$ cat src/rtl/senha_scanner_pkg.sv
// Shared definitions for the password scanner: sizes, reset value and FSM states.
package senha_scanner_pkg;

    localparam int              N_ENTRIES_DEF     = 16;
    localparam int              DATA_W            = 8;
    localparam logic [DATA_W-1:0] DEFAULT_SENHA_DEF = 8'h2A;

    // Address width for a power-of-two entry count; never narrower than one bit.
    function automatic int addr_width(input int n);
        return (n <= 2) ? 1 : $clog2(n);
    endfunction

    // IDLE: scan enable was low last cycle. SCAN: scan enable was high last cycle.
    typedef enum logic {
        ST_IDLE = 1'b0,
        ST_SCAN = 1'b1
    } state_t;

endpackage

$ cat src/rtl/senha_regfile.sv
// Password storage: one synchronous write port, one combinational read port,
// every entry restored to the default password on reset.
module senha_regfile
    import senha_scanner_pkg::*;
#(
    parameter int                N_ENTRIES     = N_ENTRIES_DEF,
    parameter logic [DATA_W-1:0] DEFAULT_SENHA = DEFAULT_SENHA_DEF,
    localparam int               AW            = addr_width(N_ENTRIES)
) (
    input  logic              clk,
    input  logic              reset,
    input  logic              we,
    input  logic [AW-1:0]     waddr,
    input  logic [DATA_W-1:0] wdata,
    input  logic [AW-1:0]     raddr,
    output logic [DATA_W-1:0] rdata
);

    logic [DATA_W-1:0] mem [N_ENTRIES];

    // Entry storage; reset reloads the default password into every entry.
    always_ff @(posedge clk or posedge reset) begin
        if (reset) begin
            for (int i = 0; i < N_ENTRIES; i++) begin
                mem[i] <= DEFAULT_SENHA;
            end
        end else if (we) begin
            mem[waddr] <= wdata;
        end
    end

    // Zero-latency read so the comparator sees the entry in the same cycle addr moves.
    always_comb begin
        rdata = mem[raddr];
    end

endmodule

$ cat src/rtl/senha_scanner.sv
// Password scanner: walks the stored passwords while the controller enables
// scanning, and accepts programming writes only while idle.
module senha_scanner
    import senha_scanner_pkg::*;
#(
    parameter int                N_ENTRIES     = N_ENTRIES_DEF,
    parameter logic [DATA_W-1:0] DEFAULT_SENHA = DEFAULT_SENHA_DEF,
    localparam int               AW            = addr_width(N_ENTRIES)
) (
    input  logic              clk,
    input  logic              reset,
    input  logic              ena_cnt,
    input  logic              prog_we,
    input  logic [AW-1:0]     prog_addr,
    input  logic [DATA_W-1:0] prog_data,
    output logic [DATA_W-1:0] out_mem,
    output logic              FC,
    output logic [AW-1:0]     addr,
    output logic              prog_ack,
    output logic              prog_err
);

    localparam logic [AW-1:0] LAST_ADDR = AW'(N_ENTRIES - 1);

    state_t state;
    logic   wr_accept;
    logic   wr_reject;

    // A write is only safe when no scan was running last cycle and none is starting now.
    always_comb begin
        wr_accept = prog_we && (state == ST_IDLE) && !ena_cnt;
        wr_reject = prog_we && !wr_accept;
    end

    // FSM, scan address counter and registered write handshake pulses.
    always_ff @(posedge clk or posedge reset) begin
        if (reset) begin
            state    <= ST_IDLE;
            addr     <= '0;
            prog_ack <= 1'b0;
            prog_err <= 1'b0;
        end else begin
            state    <= ena_cnt ? ST_SCAN : ST_IDLE;
            // Power-of-two depth lets the counter wrap naturally past the last entry.
            addr     <= ena_cnt ? addr + 1'b1 : '0;
            prog_ack <= wr_accept;
            prog_err <= wr_reject;
        end
    end

    // End-of-count only while actively scanning the last entry.
    always_comb begin
        FC = ena_cnt && (addr == LAST_ADDR);
    end

    senha_regfile #(
        .N_ENTRIES     (N_ENTRIES),
        .DEFAULT_SENHA (DEFAULT_SENHA)
    ) u_regfile (
        .clk   (clk),
        .reset (reset),
        .we    (wr_accept),
        .waddr (prog_addr),
        .wdata (prog_data),
        .raddr (addr),
        .rdata (out_mem)
    );

endmodule
$ cat config.mk
export PLATFORM = sky130hd
export DESIGN_NAME = senha_scanner
export DESIGN_NICKNAME = d
export VERILOG_FILES = /design/src/rtl/senha_scanner_pkg.sv /design/src/rtl/senha_regfile.sv /design/src/rtl/senha_scanner.sv
export SDC_FILE = /design/constraint.sdc
export NUM_CORES = 1
export LEC_CHECK = 0
export ABC_AREA = 0
export BUFFER_PORTS_ARGS = -buffer_cell sky130_fd_sc_hd__buf_2
export CORE_MARGIN = 4
export CORE_UTILIZATION = 60
export DETAILED_ROUTE_END_ITERATION = 16
export PLACE_DENSITY = 0.76
export RECOVER_POWER = 100
export SLEW_MARGIN = 15
export SYNTH_ARGS = -nofsm -noshare
export SYNTH_HDL_FRONTEND = slang
export SYNTH_SLANG_ARGS = --single-unit
$ cat constraint.sdc
create_clock -name clk -period 4.4 [get_ports clk]
set_input_delay 0.44 -clock clk [delete_from_list [all_inputs] [get_ports clk]]
set_output_delay 0.44 -clock clk [all_outputs]
set_load 0.005 [all_outputs]
-- Yosys cells after proc, flatten, opt, wreduce, memory -nomap -nowiden
Cells that the tools add are included.
- register bits: 135
- input bits: 16
- output and inout bits: 15
- word-level logic and storage cells: 43
- $add $sub $neg: 1
- order comparisons: 3
- equality and inequality tests: 1
- muxes and demuxes: 8
- bitwise operators: 3
- reduce and logical (&&, ||, !) cells: 7
- operator list (operator ; number):
    $bwmux 128 ; 1
    $bmux 8 s4 ; 1
    $demux 8 s4 ; 1
    $mux 8 ; 3
    $ge 5x5->1 const B ; 2
    $not 4->5 ; 2
    $logic_and 1x1->1 ; 5
    $lt 5x1->1 const B ; 1
    $add 4x1->4 const B ; 1
    $eq 4x4->1 const B ; 1
    $mux 4 ; 1
    $logic_not 1->1 ; 2
    $mux 1 ; 1
    $not 1->1 ; 1

-- Logic depth before layout (Yosys ltp)
Gate-level depths: netlist (run 1).
- word-level depth: 6
- mapped depth: 5
- depth with buffers taken out: 3

-- Hierarchy
From an unflattened synthesis (run 1), not the netlist that was laid out.
- cells, all modules: 391
- area, all modules: 6217.2 µm²
- by module, submodules not included (module ; instances ; cells each ; area each (µm²) ; sequential area each (µm²)):
    senha_regfile ; 1 ; 371 ; 5949.5 ; 3263.1
    senha_scanner ; 1 ; 20 ; 267.8 ; 175.2

-- Worst setup path after synthesis (run 1)
Ideal clock, no wire load.
- kind: register -> output
- from: register addr[0]
- to: output port out_mem[4]
- arrival: 1.826 ns
- data required time: 3.960 ns
- setup slack: 2.134 ns
- cell stages (with the launch flop): 6
- buffers on the path: 2
- cell sequence: dfrtp_1 > clkbuf_1 > clkbuf_1 > mux4_2 > a22oi_1 > nand2_1
- cells in the longest elaborated chain, start to end: 4
- RTL lines (item ; RTL line ; text):
    start, declared ; senha_scanner.sv:18 ; output logic [AW-1:0] addr,
    start signal, assigned ; senha_scanner.sv:45 ; addr <= ena_cnt ? addr + 1'b1 : '0;
    $not 4->5 (not written as such) ; senha_regfile.sv:34 ; rdata = mem[raddr];
    $bmux 8 s4 ; senha_regfile.sv:34 ;
    $mux 8 (not written as such) (2 in a row) ; senha_regfile.sv:34 ;
    end, declared ; senha_scanner.sv:16 ; output logic [DATA_W-1:0] out_mem,
Every way passes these cells. The select of a mux whose other input is x is not followed.

-- Worst setup path after layout (run 1)
- from: register addr[1]
- to: output port out_mem[3]
The elaborated chain is that of the path after synthesis.

==> results of run 1 <==
==> metrics by stage <==
stage                     utilization  setup slack, ns  instances
after floorplan                     -            0.428        392
after global placement          0.651             1.68        533
after detailed placement        0.651             1.68        533
after CTS                       0.710             1.08        565
after global routing            0.699            0.780        565
final                           0.699            0.991        565
==> path summary, 6_finish.rpt <==
path / start / endpoint / slack (ns) / cells after the start
setup / recovery: addr[1] / out_mem[3] / 0.99 / 5
hold / removal: ena_cnt / state / 0.20 / 1
setup reg to reg: state / u_regfile.mem[120] / 1.06 / 3
hold reg to reg: u_regfile.mem[127] / u_regfile.mem[127] / 0.49 / 1
max in group asynchronous: reset / u_regfile.mem[98] / 1.91 / 2
min in group asynchronous: reset / u_regfile.mem[95] / 0.92 / 2
==> where the power goes <==
part / internal [mW] / switching [mW] / total [mW] / leakage [nW]
combinational: 0.229 / 0.152 / 0.381 / 1.11
sequential: 1.45 / 0.102 / 1.55 / 1.65
clock: 0.874 / 0.528 / 1.40 / 0.287
==> final cells by class <==
class / count / area share
tap: 133 / 0.0239
sequential: 135 / 0.494
multi-input combinational: 229 / 0.373
timing repair buffer: 35 / 0.0237
clock inverter: 13 / 0.0225
clock buffer: 19 / 0.0620
inverter: 1 / 0.000719
==> routing by layer <==
metal	track usage	vias to the layer above	routed length [um]
met5	0	-	0
met4	0.0882	0	201
met3	0.0752	20	730
met2	0.401	80	6540
met1	0.333	1892	6010
li1	-	1539	-
==> synth_stat cells (2+ instances only) <==
cell	number
mux4_2	31
nand2_1	8
mux2_2	127
clkbuf_1	20
nand3_1	7
nor4_4	2
nand2b_1	3
nand4_1	2
dfrtp_1	87
mux2_1	2
and2_1	4
nor3_4	3
nor2b_1	8
nor3_2	3
nor2_1	2
dfstp_2	48
buf_2	6
a22oi_1	14
==> logic make-up (layout without fill, tap and decap cells) <==
kind of cell	after synthesis	after routing	synth area share
mux	161	161	0.347
simple gates	48	48	0.0582
flops	135	135	0.551
compound gates	17	17	0.0205
xor+xnor	2	2	0.00281
buf+inv	28	68	0.0187
fa+ha+maj	1	1	0.00201
==> sequential cells by signal (all words and copies together) (netlist names) <==
name	cells
prog_ack	1
state	1
u_regfile.mem	128
prog_err	1
addr	4
==> impl_metrics.py, run 1 <==
metrics = {
    "floorplanning": {
        "core-area_sq_um": 9950,
        "die_area_sq_um": 12100,
        "pin_count": 31,
        "fp-row-count": 36,
        "fp.dieH_um": 110,
        "die_w_um": 110,
        "start_util": 0.626,
    },
    "synthesis": {
        "ys.flop_type": "dfrtp_1",
        "synth_top_area_share": 0.349,
        "synthDistinctLibCells": 33,
        "ys_seq_area_frac": 0.551,
        "yosys.area.top_type": "dfrtp_1",
        "synth.area.top_cells": "dfrtp_1 (35%), mux2_2 (23%), dfstp_2 (20%), mux4_2 (11%), a22oi_1 (1.7%)",
        "synthesis.area_sq_um": 6240,
        "synth_edf_count": 0,
        "ys_async_sr_fraction": 1.00,
        "ys_ff_latch": 135,
        "postSynthAreaPerCell_sq_um": 15.9,
        "syn_inst": 392,
        "yosys_warnings": 0,
        "syn_nets": 409,
    },
    "sta": {
        "fin_tns_setup_ns": 0,
        "fmax_mhz": 293,
        "finalSetupViolCount": 0,
        "finalCritPeriodShare": 0.775,
        "clock_skew_ns": 0.00848,
        "finalHoldViolations": 0,
        "slew_viol_final": 154,
        "slew-limit-headroom": -1.32,
        "tightestPinTransition_ns": 3.46,
        "rsz0062_at_grt": "false",
        "finalWorstPathRequiredPeriod_ns": 3.41,
        "holdWs_ns": 0.197,
    },
    "clock_tree": {
        "cts_setup_buffers": 0,
        "cts_max_level": 4,
        "clkSinkCount": 135,
        "ctsHoldBuffers": 0,
        "cts_tree": "built",
        "cts_buffers": 17,
        "clk_pin_slew_ns": 0.06,
        "clock_latency_ns": 0.54,
        "root_buffer": "clkbuf_8",
        "clockBufferDepth": 2,
        "cts_resized": 0,
    },
    "worst_setup_path": {
        "crit_fanout": 22,
        "path_buf_inv": 2,
        "critPathMaxStageDelay_ns": 1.07,
        "worstSetupStartpointType": "flip-flop",
        "endpoint_kind": "primary output",
        "required_ns": 3.96,
        "crit_type": "reg -> out",
        "arrival_ns": 2.97,
        "critPathMostFrequentCell": "clkbuf_1",
        "cp_top_family": "flip-flops",
        "path_cells": "clkbuf_1, mux4_2, a22oi_1, nand2_1, clkbuf_1",
        "slowest_stage": "dfrtp_1",
    },
    "run": {
        "cap_viol_max_count": 9,
    },
    "cells_and_area": {
        "nFillCells": 699,
        "seqCellArea_sq_um": 3440,
        "final_cell_mix": "mux2_2 (119), dfrtp_1 (86), dfstp_2 (48)",
        "areaGrowthSynthToFinish_pct": 11.6,
        "multi_input_comb_area_sq_um": 2600,
        "drive_above_1_share": 0.583,
        "n_antenna_cell": 0,
        "finalInstanceArea_sq_um": 6960,
        "final_common_cell": "mux2_2",
        "nNetsFinal": 436,
    },
    "routing": {
        "routedWlPerCell_um": 23.9,
        "drt_iter0_drc": 247,
        "vias": 3531,
        "ant_nets": 0,
        "drc": 0,
        "finalWirelength_mm": 13.5,
        "drt-vias-per-instance": 6.25,
        "firstDrtPassIters": 4,
    },
    "global_route": {
        "grt_pass1_wl_mm": 21.6,
        "grt_util_all_layers": 0.253,
        "grt_max_degree": 82,
        "antenna_found_initial": 0,
        "grt_pass1_vias": 3908,
        "grt_overflow": 0,
    },
    "pwr": {
        "ir_drop_uv": 373,
        "powerDensity_nw_per_um2": 479,
        "finalPower_mw": 3.33,
        "p_leak_nw": 3.05,
    },
    "outcome": {
        "status": "complete, but fails checks",
        "violations": "capacitance limit, slew limit",
    },
    "place": {
        "dp_hpwl_mm": 8.47,
        "placed_area_sq_um": 6480,
        "place_congestion": 0.770,
        "port_buffers": 30,
    },
    "hold_path": {
        "min_path_type": "in -> reg",
    },
}
(Power assumes the default switching activity.)
==> run 2, diff against run 1 <==
- ABC_AREA: 0 -> 1
- CORE_UTILIZATION: 60 -> 56
- PLACE_DENSITY: 0.76 -> 0.75
- clock period: 4.4 -> 2.87 ns (I/O delays scaled with it)
==> impl_metrics.py, run 2 <==
metrics = {
    "outcome": {
        "status": "complete, but fails checks",
        "violations": "capacitance limit, slew limit",
    },
    "sta": {
        "finalCritPeriodShare": 0.881,
        "tightestPinTransition_ns": 1.71,
        "fmax_mhz": 395,
        "finalHoldViolations": 0,
        "fin_tns_setup_ns": 0,
        "fin_ws_ns": 0.341,
        "clock_skew_ns": 0.00516,
        "rsz0062_at_grt": "false",
        "finalSetupViolCount": 0,
        "finalWorstPathRequiredPeriod_ns": 2.53,
        "slew-limit-headroom": -0.146,
        "slew_viol_final": 33,
    },
    "cells_and_area": {
        "largest_reg_flops": 128,
        "seqCellArea_sq_um": 3440,
        "drive_above_1_share": 0.126,
        "final_cells": 1042,
        "regMostFlops": "u_regfile.mem",
        "final_cell_mix": "nand2_1 (315), o21ai_0 (128), inv_1 (116)",
        "top_regs": "u_regfile.mem (128), addr (4)",
        "final_common_cell": "nand2_1",
        "nFillCells": 1032,
        "multi_input_comb_area_sq_um": 2460,
        "finalInstanceArea_sq_um": 7380,
        "areaGrowthSynthToFinish_pct": 10.6,
        "nNetsFinal": 903,
        "n_antenna_cell": 0,
    },
    "worst_setup_path": {
        "path_buf_inv": 2,
        "endpoint_kind": "primary output",
        "cp_top_family": "buffers and inverters",
        "path_cells": "buf_4, nand2_1, nand2_1, nand2_1, nand3_1, nand3_1, nand2_1, clkbuf_1",
        "slowest_stage": "buf_4",
        "crit_fanout": 70,
        "crit_type": "reg -> out",
        "required_ns": 2.58,
        "worstSetupStartpointType": "flip-flop",
        "critPathMostFrequentCell": "nand2_1",
        "arrival_ns": 2.24,
        "critPathMaxStageDelay_ns": 0.61,
    },
    "floorplanning": {
        "fp.dieH_um": 117,
        "start_util": 0.577,
        "die_w_um": 117,
        "core-area_sq_um": 11600,
        "die_area_sq_um": 13700,
        "fp-row-count": 39,
        "pin_count": 31,
    },
    "clock_tree": {
        "cts_resized": 0,
        "cts_max_level": 4,
        "clkSinkCount": 135,
        "clk_pin_slew_ns": 0.06,
        "ctsHoldBuffers": 0,
        "root_buffer": "clkbuf_16",
        "cts_setup_buffers": 0,
        "clock_latency_ns": 0.42,
        "clockBufferDepth": 2,
        "cts_buffers": 17,
        "cts_tree": "built",
    },
    "synthesis": {
        "postSynthAreaPerCell_sq_um": 7.64,
        "ys_ff_latch": 135,
        "synth_edf_count": 0,
        "yosys-top-cells-count": "nand2_1 (307), o21ai_0 (126), inv_1 (117)",
        "synthesis.area_sq_um": 6680,
        "synth_top_area_share": 0.326,
        "synthDistinctLibCells": 21,
        "ys.flop_type": "dfrtp_1",
        "synth.area.top_cells": "dfrtp_1 (33%), dfstp_2 (19%), nand2_1 (17%), o21ai_0 (9.4%), nand3_1 (7.3%)",
        "yosys_warnings": 0,
        "synth.most_common_cell": "nand2_1",
        "syn_inst": 874,
        "ys_seq_area_frac": 0.515,
        "ys_async_sr_fraction": 1.00,
        "yosys.area.top_type": "dfrtp_1",
        "syn_nets": 891,
    },
    "global_route": {
        "grt_pass1_vias": 5350,
        "grt_util_all_layers": 0.278,
        "antenna_found_initial": 0,
        "grt_max_degree": 71,
        "grt_pass1_wl_mm": 28.5,
        "grt_overflow": 0,
    },
    "routing": {
        "ant_nets": 0,
        "drt-vias-per-instance": 5.51,
        "drt_iter0_drc": 755,
        "routedWlPerCell_um": 17.1,
        "drc": 0,
        "finalWirelength_mm": 17.8,
        "vias": 5738,
        "firstDrtPassIters": 6,
    },
    "pwr": {
        "swShare": 0.267,
        "p_comb_frac": 0.139,
        "ir_drop_uv": 425,
        "p_clk_frac": 0.426,
        "seqPwrFrac": 0.435,
        "p_int_mw": 3.96,
        "p_sw_mw": 1.44,
        "powerDensity_nw_per_um2": 732,
        "p_leak_nw": 3.52,
    },
    "place": {
        "place_ws_ns": 0.826,
        "port_buffers": 30,
        "dp_hpwl_mm": 11.1,
        "place_congestion": 0.894,
        "placed_area_sq_um": 6860,
        "dp_cells": 1010,
    },
    "run": {
        "cap_viol_max_count": 1,
    },
    "hold_path": {
        "min_path_type": "in -> reg",
    },
}
[run 2: cell count changes after synthesis, sizes merged, moves of 3 or more]
cell	delta
buf	+11
nand3	+91
nor2	+15
clkbuf	+13
o21ai	+128
nor2b	-8
nor3	-3
mux2	-129
a22oi	-14
nand2b	-3
and2	-4
mux4	-31
nand2	+307
inv	+117
[run 2: stage by stage]
stage	power, mW	hold WS (ns)	utilization
3_3_place_gp	3.09	0.458	0.593
5_1_grt	5.66	0.121	0.638
4_1_cts	5.43	0.0350	0.647
3_5_place_dp	3.12	0.473	0.593
6_report	5.40	0.152	0.638
2_1_floorplan	2.87	0.318	-
[run 2: worst paths after layout]
path / startpoint / endpoint / slack [ns] / cells past startpoint
worst max register to register: state / u_regfile.mem[59] / 0.85 / 4
min in group asynchronous: reset / u_regfile.mem[56] / 0.28 / 2
max in group asynchronous: reset / u_regfile.mem[104] / 0.79 / 3
worst min register to register: u_regfile.mem[27] / u_regfile.mem[27] / 0.48 / 2
worst max-delay path: addr[0] / out_mem[5] / 0.34 / 8
worst min-delay path: ena_cnt / state / 0.15 / 1
[run 2: cells by family after synthesis]
| logic type | after synthesis | share of synthesized area |
|---|---|---|
| AO/OA/AOI/OAI | 129 | 0.0967 |
| adder cells (fa/ha/maj) | 1 | 0.00187 |
| buffers and inverters | 170 | 0.108 |
| flip-flops | 135 | 0.515 |
| AND/OR/NAND/NOR | 439 | 0.279 |
[run 2: metal layers]
metal | GRT usage | up-vias | routed length (um)
met1 | 0.398 | 2701 | 8070
met2 | 0.402 | 251 | 7870
li1 | - | 2745 | -
met3 | 0.0781 | 41 | 1390
met5 | 0 | - | 0
met4 | 0.106 | 0 | 499
[run 2: area by class of cell]
class	instances	share of cell area
well taps	143	0.0242
inverters	119	0.0607
multi-input cells	569	0.333
repair buffers	44	0.0303
flip-flops and latches	135	0.466
clock inverters	13	0.0241
clock buffers	19	0.0614
[run 2: worst register-to-register path, stage by stage, from the launching register on]
cell and delay, ns:
dfrtp_1 0.39, nor3_4 0.31, clkbuf_1 0.42, nand2_1 0.47, o21ai_0 0.35
[run 2: power groups by stage]
stage               Sequential (mW)  Combinational, mW  Clock (mW)
global placement               2.36              0.727           0
finish                         2.35              0.750        2.30
detailed placement             2.37              0.747           0
global route                   2.38              0.864        2.42
CTS                            2.35              0.757        2.33
floorplan                      2.33              0.538           0
==> run 3, diff against run 2 <==
- RECOVER_POWER: 100 -> unset
==> impl_metrics.py, run 3 (synthesized netlist as in run 2, its figures left out) <==
metrics = {
    "cells_and_area": {
        "final_cells": 1042,
        "n_antenna_cell": 0,
        "top_regs": "u_regfile.mem (128), addr (4)",
        "regMostFlops": "u_regfile.mem",
        "final_common_cell": "nand2_1",
        "nFillCells": 1015,
        "final_cell_mix": "nand2_1 (307), o21ai_0 (126), inv_1 (116)",
        "drive_above_1_share": 0.154,
        "areaGrowthSynthToFinish_pct": 12.1,
        "largest_reg_flops": 128,
        "nNetsFinal": 903,
    },
    "clock_tree": {
        "ctsHoldBuffers": 0,
        "cts_buffers": 17,
        "cts_max_level": 4,
        "clockBufferDepth": 2,
        "clk_pin_slew_ns": 0.06,
        "root_buffer": "clkbuf_16",
        "cts_resized": 0,
        "cts_setup_buffers": 0,
        "cts_tree": "built",
        "clkSinkCount": 135,
        "clock_latency_ns": 0.42,
    },
    "sta": {
        "slew-limit-headroom": 0.437,
        "finalWorstPathRequiredPeriod_ns": 2.54,
        "tightestPinTransition_ns": 0.843,
        "finalCritPeriodShare": 0.885,
        "slew_viol_final": 0,
        "finalSetupViolCount": 0,
        "finalHoldViolations": 0,
        "clock_skew_ns": 0.00756,
        "fmax_mhz": 394,
        "rsz0062_at_grt": "false",
        "fin_tns_setup_ns": 0,
    },
    "run": {
        "cap_viol_max_count": 0,
    },
    "worst_setup_path": {
        "path_cells": "buf_4, or2_2, nand3_1, nand3_1, nand3_1, nand2_1, buf_2",
        "crit_type": "reg -> out",
        "crit_fanout": 70,
        "required_ns": 2.58,
        "r2r-start": "state",
        "critPathMostFrequentCell": "nand3_1",
        "endpoint_kind": "primary output",
        "reg2reg_depth": 5,
        "slowest_stage": "buf_4",
        "critPathMaxStageDelay_ns": 0.62,
        "arrival_ns": 2.25,
        "rrSetupSlack_ns": 1.07,
        "worstSetupStartpointType": "flip-flop",
        "r2r-end": "u_regfile.mem[10]",
    },
    "pwr": {
        "p_leak_nw": 3.69,
        "powerDensity_nw_per_um2": 724,
        "ir_drop_uv": 425,
    },
    "floorplanning": {
        "core-area_sq_um": 11600,
        "fp.dieH_um": 117,
        "die_w_um": 117,
        "die_area_sq_um": 13700,
        "fp-row-count": 39,
        "pin_count": 31,
        "start_util": 0.577,
    },
    "hold_path": {
        "min_path_type": "in -> async",
    },
    "global_route": {
        "grt_overflow": 0,
        "grt_util_all_layers": 0.278,
        "grt_max_degree": 71,
        "grt_pass1_wl_mm": 28.5,
        "grt_pass1_vias": 5350,
        "antenna_found_initial": 0,
    },
    "routing": {
        "drt-vias-per-instance": 5.57,
        "routedWlPerCell_um": 17.2,
        "firstDrtPassIters": 6,
        "drc": 0,
        "drt_iter0_drc": 672,
        "finalWirelength_mm": 17.9,
        "ant_nets": 0,
        "vias": 5806,
    },
    "place": {
        "port_buffers": 30,
        "dp_cells": 1010,
        "place_congestion": 0.894,
        "dp_hpwl_mm": 11.1,
    },
    "outcome": {
        "status": "finished clean",
    },
}
[run 3: cell count changes in the layout (fill, tap and decap cells not counted), sizes merged]
cell	previous run	this run
buf	26	44
clkbuf	37	19
[run 3: layout make-up]
class | instances | area, sq um | area share
Clock inverter | 13 | 178 | 0.0237
Inverter | 119 | 450 | 0.0602
Clock buffer | 19 | 453 | 0.0605
Sequential cell | 135 | 3440 | 0.459
Timing Repair Buffer | 44 | 268 | 0.0358
Multi-Input combinational cell | 569 | 2520 | 0.336
Tap cell | 143 | 179 | 0.0239
[run 3: routing by layer]
layer,up-vias,routed length [um],track usage
li1,2748,-,-
met3,44,1440,0.0781
met5,-,0,0
met4,0,437,0.106
met2,267,7940,0.402
met1,2747,8100,0.398
[run 3: stage by stage]
step | power (mW) | setup slack (ns) | cell area (sq um) | hold slack, ns | utilization
after detailed placement | 3.12 | 0.826 | 6860 | 0.473 | 0.593
final | 5.42 | 0.330 | 7490 | 0.0181 | 0.647
after floorplan | 2.87 | 0.943 | 6680 | 0.318 | -
after CTS | 5.43 | 0.366 | 7490 | 0.0350 | 0.647
after global placement | 3.09 | 0.842 | 6860 | 0.458 | 0.593
after global routing | 5.67 | 0.235 | 7490 | 0.0570 | 0.647
[run 3: how the worst max path moves through the flow]
stage	startpoint	end	slack, ns	depth (start not counted)
after floorplan	reset	addr[0]	0.94	1
after global placement	addr[0]	out_mem[7]	0.84	7
after detailed placement	addr[0]	out_mem[7]	0.83	7
after CTS	addr[0]	out_mem[7]	0.37	7
after global routing	addr[0]	out_mem[7]	0.23	7
final	addr[0]	out_mem[7]	0.33	7
[run 3: where the power goes]
group	total (mW)	internal [mW]	switching (mW)	leakage [nW]
clock network	2.31	1.49	0.816	0.297
registers	2.35	2.21	0.137	1.66
logic	0.764	0.260	0.504	1.74
total	5.42	3.96	1.46	3.69
[run 3: worst max-delay path, delay by kind of cell (launching register included)]
kind	cells	cell delay [ns]
buffers and inverters	2	0.75
AND/OR/NAND/NOR	5	0.70
flip-flops	1	0.36
